**config.mk**
```make
export PLATFORM = sky130hd
export DESIGN_NAME = uart_tx
export DESIGN_NICKNAME = d
export VERILOG_FILES = /design/src/rtl/uart_pkg.sv /design/src/rtl/uart_bit_timer.sv /design/src/rtl/uart_tx.sv
export SDC_FILE = /design/constraint.sdc
export NUM_CORES = 1
export LEC_CHECK = 0
export CAP_MARGIN = 40
export CORE_MARGIN = 2
export CORE_UTILIZATION = 60
export DETAILED_ROUTE_END_ITERATION = 6
export GPL_TIMING_DRIVEN = 0
export PLACE_DENSITY_LB_ADDON = 0.2
export SYNTH_ARGS = -nofsm -noshare
export SYNTH_HDL_FRONTEND = slang
export SYNTH_SLANG_ARGS = --single-unit
```
**constraint.sdc**
```tcl
create_clock -name clk_i -period 3.85 [get_ports clk_i]
set_input_delay 1.155 -clock clk_i [delete_from_list [all_inputs] [get_ports clk_i]]
set_output_delay 1.155 -clock clk_i [all_outputs]
set_load 0.05 [all_outputs]
```
**src/rtl/uart_pkg.sv**
```systemverilog
// Shared UART definitions: FSM states, parity modes, bit-rate helpers.
package uart_pkg;

    localparam int DEF_CLK_HZ   = 100_000_000;
    localparam int DEF_BIT_RATE = 9600;

    localparam int PARITY_NONE = 0;
    localparam int PARITY_EVEN = 1;
    localparam int PARITY_ODD  = 2;

    typedef enum logic [2:0] {
        ST_IDLE   = 3'd0,
        ST_START  = 3'd1,
        ST_DATA   = 3'd2,
        ST_PARITY = 3'd3,
        ST_STOP   = 3'd4
    } uart_state_e;

    // Clock cycles per line bit; integer division, no fractional correction.
    function automatic int clks_per_bit(input int clk_hz, input int bit_rate);
        return clk_hz / bit_rate;
    endfunction

    // Counter width for 0..n-1, never narrower than one bit.
    function automatic int cnt_width(input int n);
        return (n > 1) ? $clog2(n) : 1;
    endfunction

endpackage

```
**src/rtl/uart_bit_timer.sv**
```systemverilog
// Bit-period timer: counts 0..CLKS_PER_BIT-1 while enabled and strobes on
// the last cycle of each bit. Shared between the UART transmitter and receiver.
module uart_bit_timer
    import uart_pkg::*;
#(
    parameter int CLKS_PER_BIT = 10
)(
    input  logic i_clk,
    input  logic i_rst,
    input  logic i_en,
    input  logic i_clr,
    output logic o_tick
);

    localparam int                WIDTH = cnt_width(CLKS_PER_BIT);
    localparam logic [WIDTH-1:0]  LAST  = WIDTH'(CLKS_PER_BIT - 1);

    logic [WIDTH-1:0] r_cnt;
    logic             w_at_last;

    assign w_at_last = (r_cnt == LAST);
    assign o_tick    = i_en && w_at_last;

    // Free-running bit counter; clear wins over enable, wraps at the bit end.
    always_ff @(posedge i_clk) begin
        if (i_rst || i_clr) begin
            r_cnt <= '0;
        end else if (i_en) begin
            r_cnt <= w_at_last ? '0 : r_cnt + 1'b1;
        end
    end

endmodule

```
**src/rtl/uart_tx.sv**
```systemverilog
// UART transmitter: 8 data bits LSB first, optional parity, 1 or 2 stop bits,
// valid/ready byte input, registered line output that idles high.
module uart_tx
    import uart_pkg::*;
#(
    parameter int CLK_HZ    = DEF_CLK_HZ,
    parameter int BIT_RATE  = DEF_BIT_RATE,
    parameter int PARITY    = PARITY_NONE,
    parameter int STOP_BITS = 1
)(
    input  logic       clk_i,
    input  logic       reset_i,
    input  logic       valid_i,
    output logic       ready_o,
    input  logic [7:0] data_i,
    output logic       tx_o,
    output logic       done_o
);

    localparam int         CLKS_PER_BIT = clks_per_bit(CLK_HZ, BIT_RATE);
    localparam logic [2:0] LAST_STOP    = 3'(STOP_BITS - 1);

    // Reject configurations the frame logic cannot represent.
    generate
        if (PARITY < PARITY_NONE || PARITY > PARITY_ODD) begin : g_bad_parity
            $error("uart_tx: PARITY must be 0, 1 or 2");
        end
        if (STOP_BITS < 1 || STOP_BITS > 2) begin : g_bad_stop
            $error("uart_tx: STOP_BITS must be 1 or 2");
        end
        if (CLKS_PER_BIT < 1) begin : g_bad_rate
            $error("uart_tx: BIT_RATE exceeds CLK_HZ");
        end
    endgenerate

    uart_state_e r_state, w_state_next;
    logic [7:0]  r_shift, w_shift_next;
    logic [2:0]  r_bit_cnt, w_bit_cnt_next;
    logic        r_par, w_par_next;
    logic        r_tx, w_tx_next;
    logic        r_done, w_done_next;
    logic        w_tick;
    logic        w_idle;

    assign w_idle  = (r_state == ST_IDLE);
    assign ready_o = w_idle;
    assign tx_o    = r_tx;
    assign done_o  = r_done;

    uart_bit_timer #(
        .CLKS_PER_BIT (CLKS_PER_BIT)
    ) u_timer (
        .i_clk  (clk_i),
        .i_rst  (reset_i),
        .i_en   (!w_idle),
        .i_clr  (w_idle),
        .o_tick (w_tick)
    );

    // Next-state, shifter, bit counter and next line level for every state.
    always_comb begin
        w_state_next   = r_state;
        w_shift_next   = r_shift;
        w_par_next     = r_par;
        w_bit_cnt_next = r_bit_cnt;
        w_done_next    = 1'b0;

        case (r_state)
            ST_IDLE: begin
                if (valid_i) begin
                    w_state_next = ST_START;
                    w_shift_next = data_i;
                    w_par_next   = (PARITY == PARITY_ODD) ? ~^data_i : ^data_i;
                end
            end
            ST_START: begin
                if (w_tick) w_state_next = ST_DATA;
            end
            ST_DATA: begin
                if (w_tick) begin
                    w_shift_next = {1'b0, r_shift[7:1]};
                    if (r_bit_cnt == 3'd7)
                        w_state_next = (PARITY != PARITY_NONE) ? ST_PARITY : ST_STOP;
                    else
                        w_bit_cnt_next = r_bit_cnt + 3'd1;
                end
            end
            ST_PARITY: begin
                if (w_tick) w_state_next = ST_STOP;
            end
            ST_STOP: begin
                if (w_tick) begin
                    if (r_bit_cnt == LAST_STOP) begin
                        w_state_next = ST_IDLE;
                        w_done_next  = 1'b1;
                    end else begin
                        w_bit_cnt_next = r_bit_cnt + 3'd1;
                    end
                end
            end
            default: w_state_next = ST_IDLE;
        endcase

        // Bit counter restarts in every new state.
        if (w_state_next != r_state) w_bit_cnt_next = 3'd0;

        // Line level is computed for the state being entered so tx_o is a
        // plain register aligned with the state register.
        case (w_state_next)
            ST_START:  w_tx_next = 1'b0;
            ST_DATA:   w_tx_next = w_shift_next[0];
            ST_PARITY: w_tx_next = w_par_next;
            default:   w_tx_next = 1'b1;
        endcase
    end

    // State and datapath registers; reset aborts any frame in flight.
    always_ff @(posedge clk_i) begin
        if (reset_i) begin
            r_state   <= ST_IDLE;
            r_shift   <= 8'd0;
            r_bit_cnt <= 3'd0;
            r_par     <= 1'b0;
            r_tx      <= 1'b1;
            r_done    <= 1'b0;
        end else begin
            r_state   <= w_state_next;
            r_shift   <= w_shift_next;
            r_bit_cnt <= w_bit_cnt_next;
            r_par     <= w_par_next;
            r_tx      <= w_tx_next;
            r_done    <= w_done_next;
        end
    end

endmodule
```
==> results of run 1 <==
-- sequential cells by signal, indices dropped and copies added (netlist names) --
name and cells:
u_timer.r_cnt 14, r_shift 8, r_bit_cnt 3, r_state 3, done_o 1, r_par 1
tx_o 1
-- final cells by class --
| class | instances | area, sq um | area share [%] |
|---|---|---|---|
| Buffer | 5 | 31.3 | 1.73 |
| Multi-Input combinational cell | 134 | 907 | 50.2 |
| Clock buffer | 8 | 68.8 | 3.81 |
| Sequential cell | 31 | 621 | 34.3 |
| Inverter | 3 | 11.3 | 0.623 |
| Tap cell | 30 | 37.5 | 2.08 |
| Timing Repair Buffer | 13 | 130 | 7.20 |
-- per-stage QoR --
stage | power [mW] | setup WS (ns) | utilization, %
CTS | 0.630 | 0.694 | 72.9
global route | 0.654 | 0.634 | 72.9
floorplan | 0.395 | 1.68 | -
finish | 0.627 | 0.706 | 72.9
detailed placement | 0.420 | 1.06 | 70.2
global placement | 0.418 | 1.08 | 70.2
-- kinds of logic (layout without fill, tap and decap cells) --
family	count (synthesis)	count (layout)	synth area share, %
mux	2	2	1.27
buf+inv	8	29	2.71
flops	31	31	39.5
compound gates	28	28	11.4
fa+ha+maj	4	4	3.19
simple gates	81	81	31.3
xor+xnor	19	19	10.6
-- worst paths after layout --
check,cells after the start,endpoint
worst min register to register,2,r_shift[2]
worst max-delay path,3,ready_o
worst max register to register,7,tx_o
worst min-delay path,2,r_shift[2]
-- worst max-delay path: stages, from the launching register on --
cell	delay, ns
dfxtp_1	0.31
buf_4	0.16
nor3_4	0.32
clkdlybuf4s50_1	0.87
-- Yosys cell counts (all sizes together), types with 3 or more instances --
| library cell | number | area, sq um |
|---|---|---|
| nand4 | 6 | 50.0 |
| nor3 | 4 | 53.8 |
| dfxtp | 31 | 621 |
| xor2 | 9 | 78.8 |
| and3 | 3 | 20.0 |
| ha | 4 | 50.1 |
| xnor2 | 10 | 87.6 |
| a22oi | 6 | 45.0 |
| buf | 4 | 27.5 |
| nand2 | 17 | 63.8 |
| nor2b | 4 | 25.0 |
| nand3 | 7 | 40.0 |
| a21oi | 14 | 73.8 |
| and4 | 4 | 37.5 |
| nor2 | 26 | 105 |
| inv | 3 | 11.3 |
-- power by group through the flow --
| stage | Sequential (mW) | Combinational (mW) | Clock (mW) |
|---|---|---|---|
| 4_1_cts | 0.335 | 0.0784 | 0.216 |
| 6_report | 0.335 | 0.0776 | 0.214 |
| 3_3_place_gp | 0.342 | 0.0762 | 0 |
| 5_1_grt | 0.336 | 0.0859 | 0.232 |
| 2_1_floorplan | 0.344 | 0.0502 | 0 |
| 3_5_place_dp | 0.343 | 0.0777 | 0 |
-- per-layer routing --
| layer | part of all wire [%] | up-vias | wire length (um) |
|---|---|---|---|
| li1 | - | 649 | - |
| met1 | 47 | 611 | 1390 |
| met2 | 47 | 19 | 1400 |
| met3 | 3.3 | 12 | 98 |
| met4 | 2.9 | 0 | 86 |
| met5 | 0 | - | 0 |
==> flow_summary.toml, run 1 <==
[detailed_routing]
wl_mm = 2.97
detailedRoute.firstIterationViolations = 22
antenna_left = 0
routed_via_density = 5.76
firstDrtPassIters = 4
route.detailed.drc = 0
vias = 1291
wl_per_cell_um = 13.3

[grt]
grtUsageMet3_pct = 6.18
grt_max_degree = 11
met1_usage_pct = 28.7
antenna_found_initial = 0
grt-busiest-layer = "met2"
grt_use_met2_pct = 36.3
grt_usage_pct = 23.2
grt_overflow = 0
grt_pass1_wl_mm = 4.97
first_global_vias = 1162

[sta]
hold_viol = 0
worst_clock_skew_ns = 0.00574
fmax_ghz = 0.318
finalSetupTns_ns = 0
slew_violations = 0
rsz0062_at_grt = "no"
min_period_ns = 3.14
finalCritPeriodShare_pct = 81.7
tightest_slew_ns = 0.496
hold_ws_ns = 0.462
finalSetupViolCount = 0
maxSlewHeadroom_pct = 66.9

[worst_setup_path]
reg2reg_from = "u_timer.r_cnt[0]"
cp-end-kind = "output pin"
path_class = "register to output pin"
cp.required_ns = 2.69
reg2reg_setup_slack_ns = 1.80
arrival_ns = 1.99
crit_fanout = 9
start_kind = "register"
cp-startpoint = "r_state[2]"

[power]
p_leak_nw = 0.634
ir_drop_uv = 381
comb_power_share_pct = 12.4
internal-power_uw = 474
power_frac_seq_pct = 53.5
power_density_nw_per_um2 = 347
switching_share_pct = 24.4
p_switching_uw = 153
p_clk_share_pct = 34.1

[yosys]
syn_inst = 173
synth.distinct_cells = 43
synth_nets = 188
yosysWarnings = 0
synth_seq_area_share_pct = 39.5
async_reset_ff_share_pct = 0
synth-main-ff-cell = "dfxtp_1"
ys_ff_latch = 31
syn_area_sq_um = 1570
avgSynthCellArea_sq_um = 9.08
synth-edff-count = 0

[cells_and_area]
antennaDiodeCount = 0
layout.cells.non_filler = 224
area_growth_pct = 15.1
fillers = 209
layout_common_cells = "dfxtp_1 (31), nor2_1 (25), nand2_1 (17), a21oi_1 (13), clkdlybuf4s50_1 (13)"
final_common_cell = "dfxtp_1"
nNetsFinal = 208
drive_above_1_share_pct = 13.4
final_area_sq_um = 1810

[die]
io_pins = 14
die-area_sq_um = 3040
initial_utilization_pct = 63.4
die_w_um = 55.2
row_count = 18
core_area_sq_um = 2480
die_h_um = 55.2

[clock_tree]
insertion_delay_ns = 0.33
ctsHoldBuffers = 0
htree_levels = 2
cts_tree = "yes"
root_buffer = "clkbuf_4"
cts_buffers = 5
clkTransAtPathRegs_ns = 0.09
clockBufferDepth = 2
cts.sink_count = 31
cts_resized = 0
cts_setup_buffers = 0

[hold_path]
min_path_type = "register to register"
min_from = "r_shift[2]"

[run]
drv_cap = 0

[run_status]
status = "complete, no violations"

[place]
placed_cell_area_sq_um = 1740
place.gp.congestion = 0.865
post-place-cells = 216
port_buffers = 13
place_hpwl_mm = 2.26
No activity file was read; power rests on OpenSTA's default activity.
==> run 2: changes to the inputs <==
- CORE_UTILIZATION: 60 -> 51
- clock period: 3.85 -> 2.8 ns (I/O delays scaled with it)
==> run 2 against run 1 <==
Net effect: utilization is 13 points lower; non-clock buffer count stayed put; power is 30% higher; clock skew is 0.0040 ns higher; critical path depth stayed put.
==> flow_summary.toml, run 2 (synthesis gave the netlist of run 1 again) <==
[run_status]
status = "complete, no violations"

[detailed_routing]
route.detailed.drc = 0
antenna_left = 0
firstDrtPassIters = 4
wl_per_cell_um = 13.8
vias = 1285
detailedRoute.firstIterationViolations = 62
wl_mm = 3.14
routed_via_density = 5.66

[clock_tree]
cts_tree = "yes"
cts_setup_buffers = 0
cts_buffers = 5
htree_levels = 2
clockBufferDepth = 2
cts.sink_count = 31
ctsHoldBuffers = 0
insertion_delay_ns = 0.34
clkTransAtPathRegs_ns = 0.10
root_buffer = "clkbuf_4"

[sta]
rsz0062_at_grt = "no"
finalCritPeriodShare_pct = 89.9
worst_clock_skew_ns = 0.00979
finalSetupViolCount = 0
maxSlewHeadroom_pct = 66.8
slew_violations = 0
finalSetupTns_ns = 0
min_period_ns = 2.52
tightest_slew_ns = 0.497
hold_ws_ns = 0.466
hold_viol = 0
fmax_ghz = 0.397

[worst_setup_path]
reg2reg_depth = 7
reg2reg_from = "u_timer.r_cnt[0]"
critPathCapture = "ready_o"
path_class = "register to output pin"
cp-startpoint = "r_state[2]"
cp-end-kind = "output pin"
arrival_ns = 1.68
crit_fanout = 9
reg2reg_setup_slack_ns = 0.68
rr_endpoint = "tx_o"
start_kind = "register"
cp.required_ns = 1.96

[place]
port_buffers = 13
place_hpwl_mm = 2.30
place.gp.congestion = 0.780
post-place-cells = 219

[power]
power_density_nw_per_um2 = 456
p_leak_nw = 0.625
ir_drop_uv = 237
power_uw = 817

[die]
die_w_um = 59.5
die_h_um = 59.5
die-area_sq_um = 3540
io_pins = 14
row_count = 20
initial_utilization_pct = 52.7
core_area_sq_um = 2980

[grt]
grt_overflow = 0
grt_pass1_wl_mm = 5.29
grt_max_degree = 11
antenna_found_initial = 0
grt_usage_pct = 20.0
first_global_vias = 1233

[cells_and_area]
regMostFlops = "u_timer.r_cnt"
fillers = 277
layout.cells.non_filler = 227
drive_above_1_share_pct = 12.9
fin_util_pct = 60.1
antennaDiodeCount = 0
layout_common_cells = "dfxtp_1 (31), nor2_1 (25), nand2_1 (17), a21oi_1 (13), clkdlybuf4s50_1 (12)"
final_common_cell = "dfxtp_1"
area_growth_pct = 14.0
largest_reg_flops = 14
reg.largest.list = "u_timer.r_cnt (14), r_shift (8)"
nNetsFinal = 208

[run]
drv_cap = 0

[hold_path]
min_path_type = "register to register"
run 2: changes by cell type in the layout (fill, tap and decap cells not counted):
cell             before  now
clkinv_2              0    1
clkdlybuf4s50_1      13   12
clkbuf_1              2    3
dlygate4sd2_1         0    1
clkbuf_8              2    0
run 2: timing repair:
item,CTS,global route
hold endpoints to repair,0,0
gates resized for setup,1,0
setup endpoints to repair,1,0
run 2: worst min-delay path by stage:
stage,slack (ns),end,startpoint,cells after the start
final,0.47,r_shift[2],r_shift[2],2
after global routing,0.49,r_shift[3],r_shift[3],2
after CTS,0.47,r_shift[3],r_shift[3],2
after detailed placement,0.45,r_shift[3],r_shift[3],2
after global placement,0.45,r_shift[2],r_shift[2],2
after floorplan,0.44,r_shift[2],r_shift[2],2
run 2: power by group:
part / switching [mW] / internal, mW
Combinational: 0.0567 / 0.0504
Sequential: 0.00675 / 0.453
Clock: 0.152 / 0.0977
Total: 0.215 / 0.601
run 2: layout make-up:
cell class / count / area, sq um / share of cell area, %
plain buffers: 5 / 31.3 / 1.75
clock buffers: 7 / 45.0 / 2.52
clock inverters: 1 / 5.00 / 0.280
inverters: 3 / 11.3 / 0.629
multi-input cells: 134 / 907 / 50.7
flip-flops and latches: 31 / 621 / 34.7
well taps: 33 / 41.3 / 2.31
repair buffers: 13 / 129 / 7.20
run 2: metal layers:
layer  wire (um)  up-vias  global-route usage, %  share of wire [%]
li1            -      650                      -                  -
met5           0        -                      0                  0
met2        1530       25                   32.3                 49
met4          56        0                   7.94                1.8
met3         139        6                   6.77                4.4
met1        1410      604                   24.3                 45
run 2: worst max-delay path: stages, from the launching register on:
cell and delay (ns):
dfxtp_1 0.30, buf_4 0.16, nor3_4 0.31, dlygate4sd2_1 0.57
run 2: per-stage QoR:
stage          setup WS, ns  cell area, sq um
6_report              0.284              1790
5_1_grt               0.188              1790
4_1_cts               0.261              1790
3_5_place_dp          0.338              1740
3_3_place_gp          0.340              1740
2_1_floorplan         0.880              1570
==> patch 1: new RTL, config.mk and constraints of run 1 <==
The output `tx_o` loses its register stage (`r_tx` becomes a continuous assignment).
--- a/src/rtl/uart_tx.sv
+++ b/src/rtl/uart_tx.sv
@@ -122,5 +122,4 @@
             r_bit_cnt <= 3'd0;
             r_par     <= 1'b0;
-            r_tx      <= 1'b1;
             r_done    <= 1'b0;
         end else begin
@@ -129,8 +128,9 @@
             r_bit_cnt <= w_bit_cnt_next;
             r_par     <= w_par_next;
-            r_tx      <= w_tx_next;
             r_done    <= w_done_next;
         end
     end
 
+    assign r_tx = w_tx_next;
+
 endmodule
Function: changed (Yosys sat finds a counterexample within 4 cycles, from zero or initial values and one cycle with reset_i high).
==> patch 1 against run 1 <==
  * Power fell by 3.8%
  * Register-to-register slack improved by 0.20 ns
  * Fmax fell by 18%
  * Area after synthesis fell by 2.2%
  * Largest cell class unchanged
  * Worst setup slack got worse by 0.68 ns
  * Routed wire length rose by 2.2%
  * Combinational power rose by 7.9%
  * Hold slack got worse by 0.0041 ns
  * Critical path depth rose by 4
  * Cell area rose by 0.14%
  * Sequential cell count fell by 1
  * Global-route usage fell by 0.19 points
==> patch 1: results (changes against run 1) <==
status:
  status: "completed"
worst_setup_path:
  worstPathMaxFanout: 2  # -7
  max_stage_delay_ns: 0.46  # -0.41 ns
  critical_path.slowest_cell: "clkdlybuf4s50_1"
  crit_arrival_ns: 2.67  # +0.68 ns
  crit_family: "buffers and inverters"
final_layout:
  nets: 211  # +1.4%
  num_antenna_cells: 0  # unchanged
  drive_above_1_share_pct: 14.7  # +1.3 points
  top_regs: "u_timer.r_cnt: 14 flops, r_shift: 8 flops"
  n_fill_cell: 208  # -0.48%
detailed_routing:
  drtPass1Iterations: 4  # unchanged
  via_count: 1270  # -1.6%
  routed_wl_um: 3040  # +2.2%
  drtIter0Drc: 18  # -18%
grt:
  antenna_found_initial: 0  # unchanged
  grt_pass1_vias: 1142  # -1.7%
  track_usage_pct: 23.0  # -0.19 points
  grt_pass1_wl_um: 4820  # -3.1%
  grt_max_degree: 11  # unchanged
synth:
  yosys_warnings: 0  # unchanged
  synth_seq_area_share_pct: 39.1  # -0.43 points
  synthArstFlopShare_pct: 0  # unchanged
  syn_nets: 190  # +1.1%
  post_synth_most_frequent_cells: "dfxtp_1, nor2_1, xnor2_1, nand2_1, a21oi_1"
  synthTopCellsByArea: "dfxtp_1, xnor2_1, nor2_1"
  synth.distinct_cells: 42  # -2.3%
clock_network:
  cts-root-buf: "clkbuf_4"
  htreeDepth: 2  # unchanged
  cts_made_buffers: 5  # unchanged
  clk_path_buf_depth: 2  # unchanged
  clock_latency_ns: 0.34
  clkTransAtPathRegs_ns: 0.09  # about the same
  ctsHoldBuffers: 0  # unchanged
timing:
  skew_ns: 0.00858  # +0.00284 ns
  worst_pin_slew_ns: 0.494  # -0.00126 ns
power_and_ir_drop:
  power_leakage_uw: 0.000675  # +6.4%
  ir_drop_mv: 0.274  # -28%
place:
  dp_worst_setup_slack_ns: -0.596  # -1.66 ns
  hpwl_um: 2200  # -2.4%
  place_congestion: 0.790  # -8.6%
  io_buffer_count: 13  # unchanged
worst_hold_path:
  hold_class: "reg2reg"
## patch 1: cells by family after synthesis
family	synth area share (%)
buf+inv	5.29
flops	39.1
xor+xnor	10.8
fa+ha+maj	3.26
mux	2.61
compound gates	12.8
simple gates	26.1
## patch 1: area by class of cell
cell class                 instances  area share, %
buffer                             8           2.84
clock buffer                       7           3.04
clock inverter                     1          0.277
inverter                           8           1.66
multi-input combinational        129           48.7
sequential                        30           33.2
tap                               30           2.07
timing repair buffer              14           8.23
## patch 1: path summary, 6_finish.rpt
check | startpoint | to | slack [ns] | cells after the start
worst max-delay path | data_i[0] | tx_o | 0.03 | 7
worst min-delay path | u_timer.r_cnt[0]$_SDFFE_PP0N_ | u_timer.r_cnt[0]$_SDFFE_PP0N_ | 0.46 | 1
worst max register to register | u_timer.r_cnt[0]$_SDFFE_PP0N_ | u_timer.r_cnt[13]$_SDFFE_PP0N_ | 2.00 | 8
worst min register to register | u_timer.r_cnt[0]$_SDFFE_PP0N_ | u_timer.r_cnt[0]$_SDFFE_PP0N_ | 0.46 | 1
## patch 1: what timing repair did
item / in CTS / in global routing
endpoints found under the setup margin: 1 / 1
pin swaps: 6 / 6
resized for setup: 8 / 9
buffers inserted: 1 / 0
## patch 1: report_power, final
group	internal [uW]	total (uW)	switching (uW)
sequential	319	323	3.80
clock	88.3	197	109
combinational	39.5	83.7	44.2
total	447	603	157
## patch 1: layer usage
layer  wire length (um)  global-route usage (%)  part of all wire, %  vias up
met5                  0                       0                    0        -
met1               1350                    27.6                   44      608
met2               1500                    37.3                   49       18
met4                 50                    8.75                  1.6        0
met3                131                    8.20                  4.3        5
li1                   -                       -                    -      639
## patch 1: per-stage QoR
step	hold WS, ns	instance area [um2]	std cells	util [%]
after floorplan	0.418	1540	175	-
final	0.458	1810	227	73.7
after global routing	0.488	1810	227	73.7
after CTS	0.461	1770	227	72.2
after global placement	0.431	1700	218	69.4
after detailed placement	0.445	1700	218	69.4
==> patch 2: new RTL, flow settings as in run 1 <==
Without the edit above. The package constant `DEF_BIT_RATE` goes from 9600 to 19200.
--- a/src/rtl/uart_pkg.sv
+++ b/src/rtl/uart_pkg.sv
@@ -3,5 +3,5 @@
 
     localparam int DEF_CLK_HZ   = 100_000_000;
-    localparam int DEF_BIT_RATE = 9600;
+    localparam int DEF_BIT_RATE = 19200;
 
     localparam int PARITY_NONE = 0;
Check against the original RTL: same outputs for any inputs over 10 cycles, from zero or initial values and one cycle with reset_i high; that may be too few to reach the edited logic, so the function may still have changed.
==> patch 2 against run 1 <==
  * Power down 5.5%
  * Cell area shrank 3.4%
  * Largest power group unchanged
  * Final cell count down 2.7%
  * Critical path type unchanged
  * Area after synthesis down 3.3%
  * Register-to-register slack worse by 0.07 ns
  * Die area fell by 3.1%
  * Sequential power decreased by 3%
  * Sequential cell count down 1
  * Routed wire length decreased by 9.0%
  * Worst setup slack worse by 0.0024 ns
==> patch 2: results (changes against run 1) <==
synth:
  synth.distinct_cells: 37  # -14%
  syn_nets: 182  # -3.2%
  synthArstFlopShare_pct: 0  # unchanged
  syn_area_per_cell_um2: 9.09  # +0.13%
  post_synth_most_frequent_cells: "dfxtp_1, nor2_1, xnor2_1, nand2_1, a21oi_1"
  synthTopCellsByArea: "dfxtp_1, xnor2_1, nor2_1"
  synth_seq_area_share_pct: 39.6  # +0.049 points
  yosys_warnings: 0  # unchanged
final_layout:
  nets: 202  # -2.9%
  top_regs: "u_timer.r_cnt: 13 flops, r_shift: 8 flops"
  buf_share_pct: 9.61  # +0.67 points
  multi_input_area_share_pct: 49.3  # -0.89 points
  clock_area_share_pct: 3.44  # -0.37 points
  num-nonclk-buffers: 20  # +2
  n_fill_cell: 208  # -0.48%
  multi_input_cells: 125  # -6.7%
  sh_seq_area_pct: 34.4  # +0.060 points
  drive_above_1_share_pct: 9.57  # -3.8 points
  n_clock_buffer: 7  # -1
  post-route-util_pct: 71.8  # -1.2 points
  final_cells: 218  # -2.7%
  inverters: 5  # +2
power_and_ir_drop:
  powerDensity_nw_per_um2: 339  # -2.2%
  power_leakage_uw: 0.000620  # -2.3%
  ir_drop_mv: 0.315  # -17%
place:
  hpwl_um: 1990  # -12%
  io_buffer_count: 13  # unchanged
  dp_cells: 210  # -2.8%
  placed_area_um2: 1690  # -3.0%
  place_congestion: 0.796  # -8.0%
  dp_worst_setup_slack_ns: 1.04  # -0.0243 ns
worst_hold_path:
  min_path_cells: 1  # -1
  worstHoldStart: "u_timer.r_cnt[0]$_SDFFE_PP0N_"
  min_to: "u_timer.r_cnt[0]$_SDFFE_PP0N_"
worst_setup_path:
  rrSetupSlack_ns: 1.73  # -0.07 ns
  critical_path.slowest_cell: "clkdlybuf4s50_1"
  critPathLaunch: "r_state[0]$_SDFF_PP0_"
  worstPathMaxFanout: 10  # +1
grt:
  grt_pass1_vias: 1042  # -10%
  met1_usage_pct: 24.1  # -4.6 points
  track_usage_pct: 20.8  # -2.3 points
  use_met2_pct: 33.5  # -2.8 points
  met3_usage_pct: 8.20  # +2.0 points
  grt_pass1_wl_um: 4260  # -14%
timing:
  fin_crit_sh_pct: 81.7  # about the same
  slew_headroom_pct: 62.4  # -4.5 points
  hold_ws_ns: 0.456  # -0.00617 ns
  skew_ns: 0.00810  # +0.00236 ns
status:
  status: "completed"
detailed_routing:
  dr_wl_met2_um: 1270  # -9.4%
  wl_met3_um: 170  # +73%
  wl_met1_um: 1230  # -11%
  drtIter0Drc: 34  # +55%
  wire_per_inst_um: 12.4  # -6.5%
  viasPerCell: 5.59  # -3.1%
clock_network:
  clock_sinks: 30  # -3.2%
  postCtsSetupRepairBufs: 0  # unchanged
[patch 2: cell count changes in the layout (fill, tap and decap cells not counted), sizes merged, moves of 3 or more]
cell     change
nand2        -5
nand4        -5
and4         -4
nor4         +4
a21oi        -3
nand2b       +3
nand3        -3
nand4bb      +3
xnor2        +3
xor2         -3
[patch 2: cell families (layout without fill, tap and decap cells)]
kind of cell | Yosys count | in the layout | synth area share [%]
simple gates | 74 | 74 | 29.3
flops | 30 | 30 | 39.6
mux | 2 | 2 | 1.32
xor+xnor | 19 | 19 | 11.0
buf+inv | 12 | 33 | 3.71
fa+ha+maj | 4 | 4 | 3.30
compound gates | 26 | 26 | 11.8
[patch 2: report_power, final]
group          total (uW)  internal [uW]  switching, uW
Combinational        72.1           34.2           37.9
Clock                 196           88.4            108
Sequential            324            319           4.36
Total                 592            442            150
[patch 2: worst max-delay path: cells and delay by family (launching register included)]
kind	cells	cell delay, ns
buf+inv	2	1.03
simple gates	1	0.32
flops	1	0.30
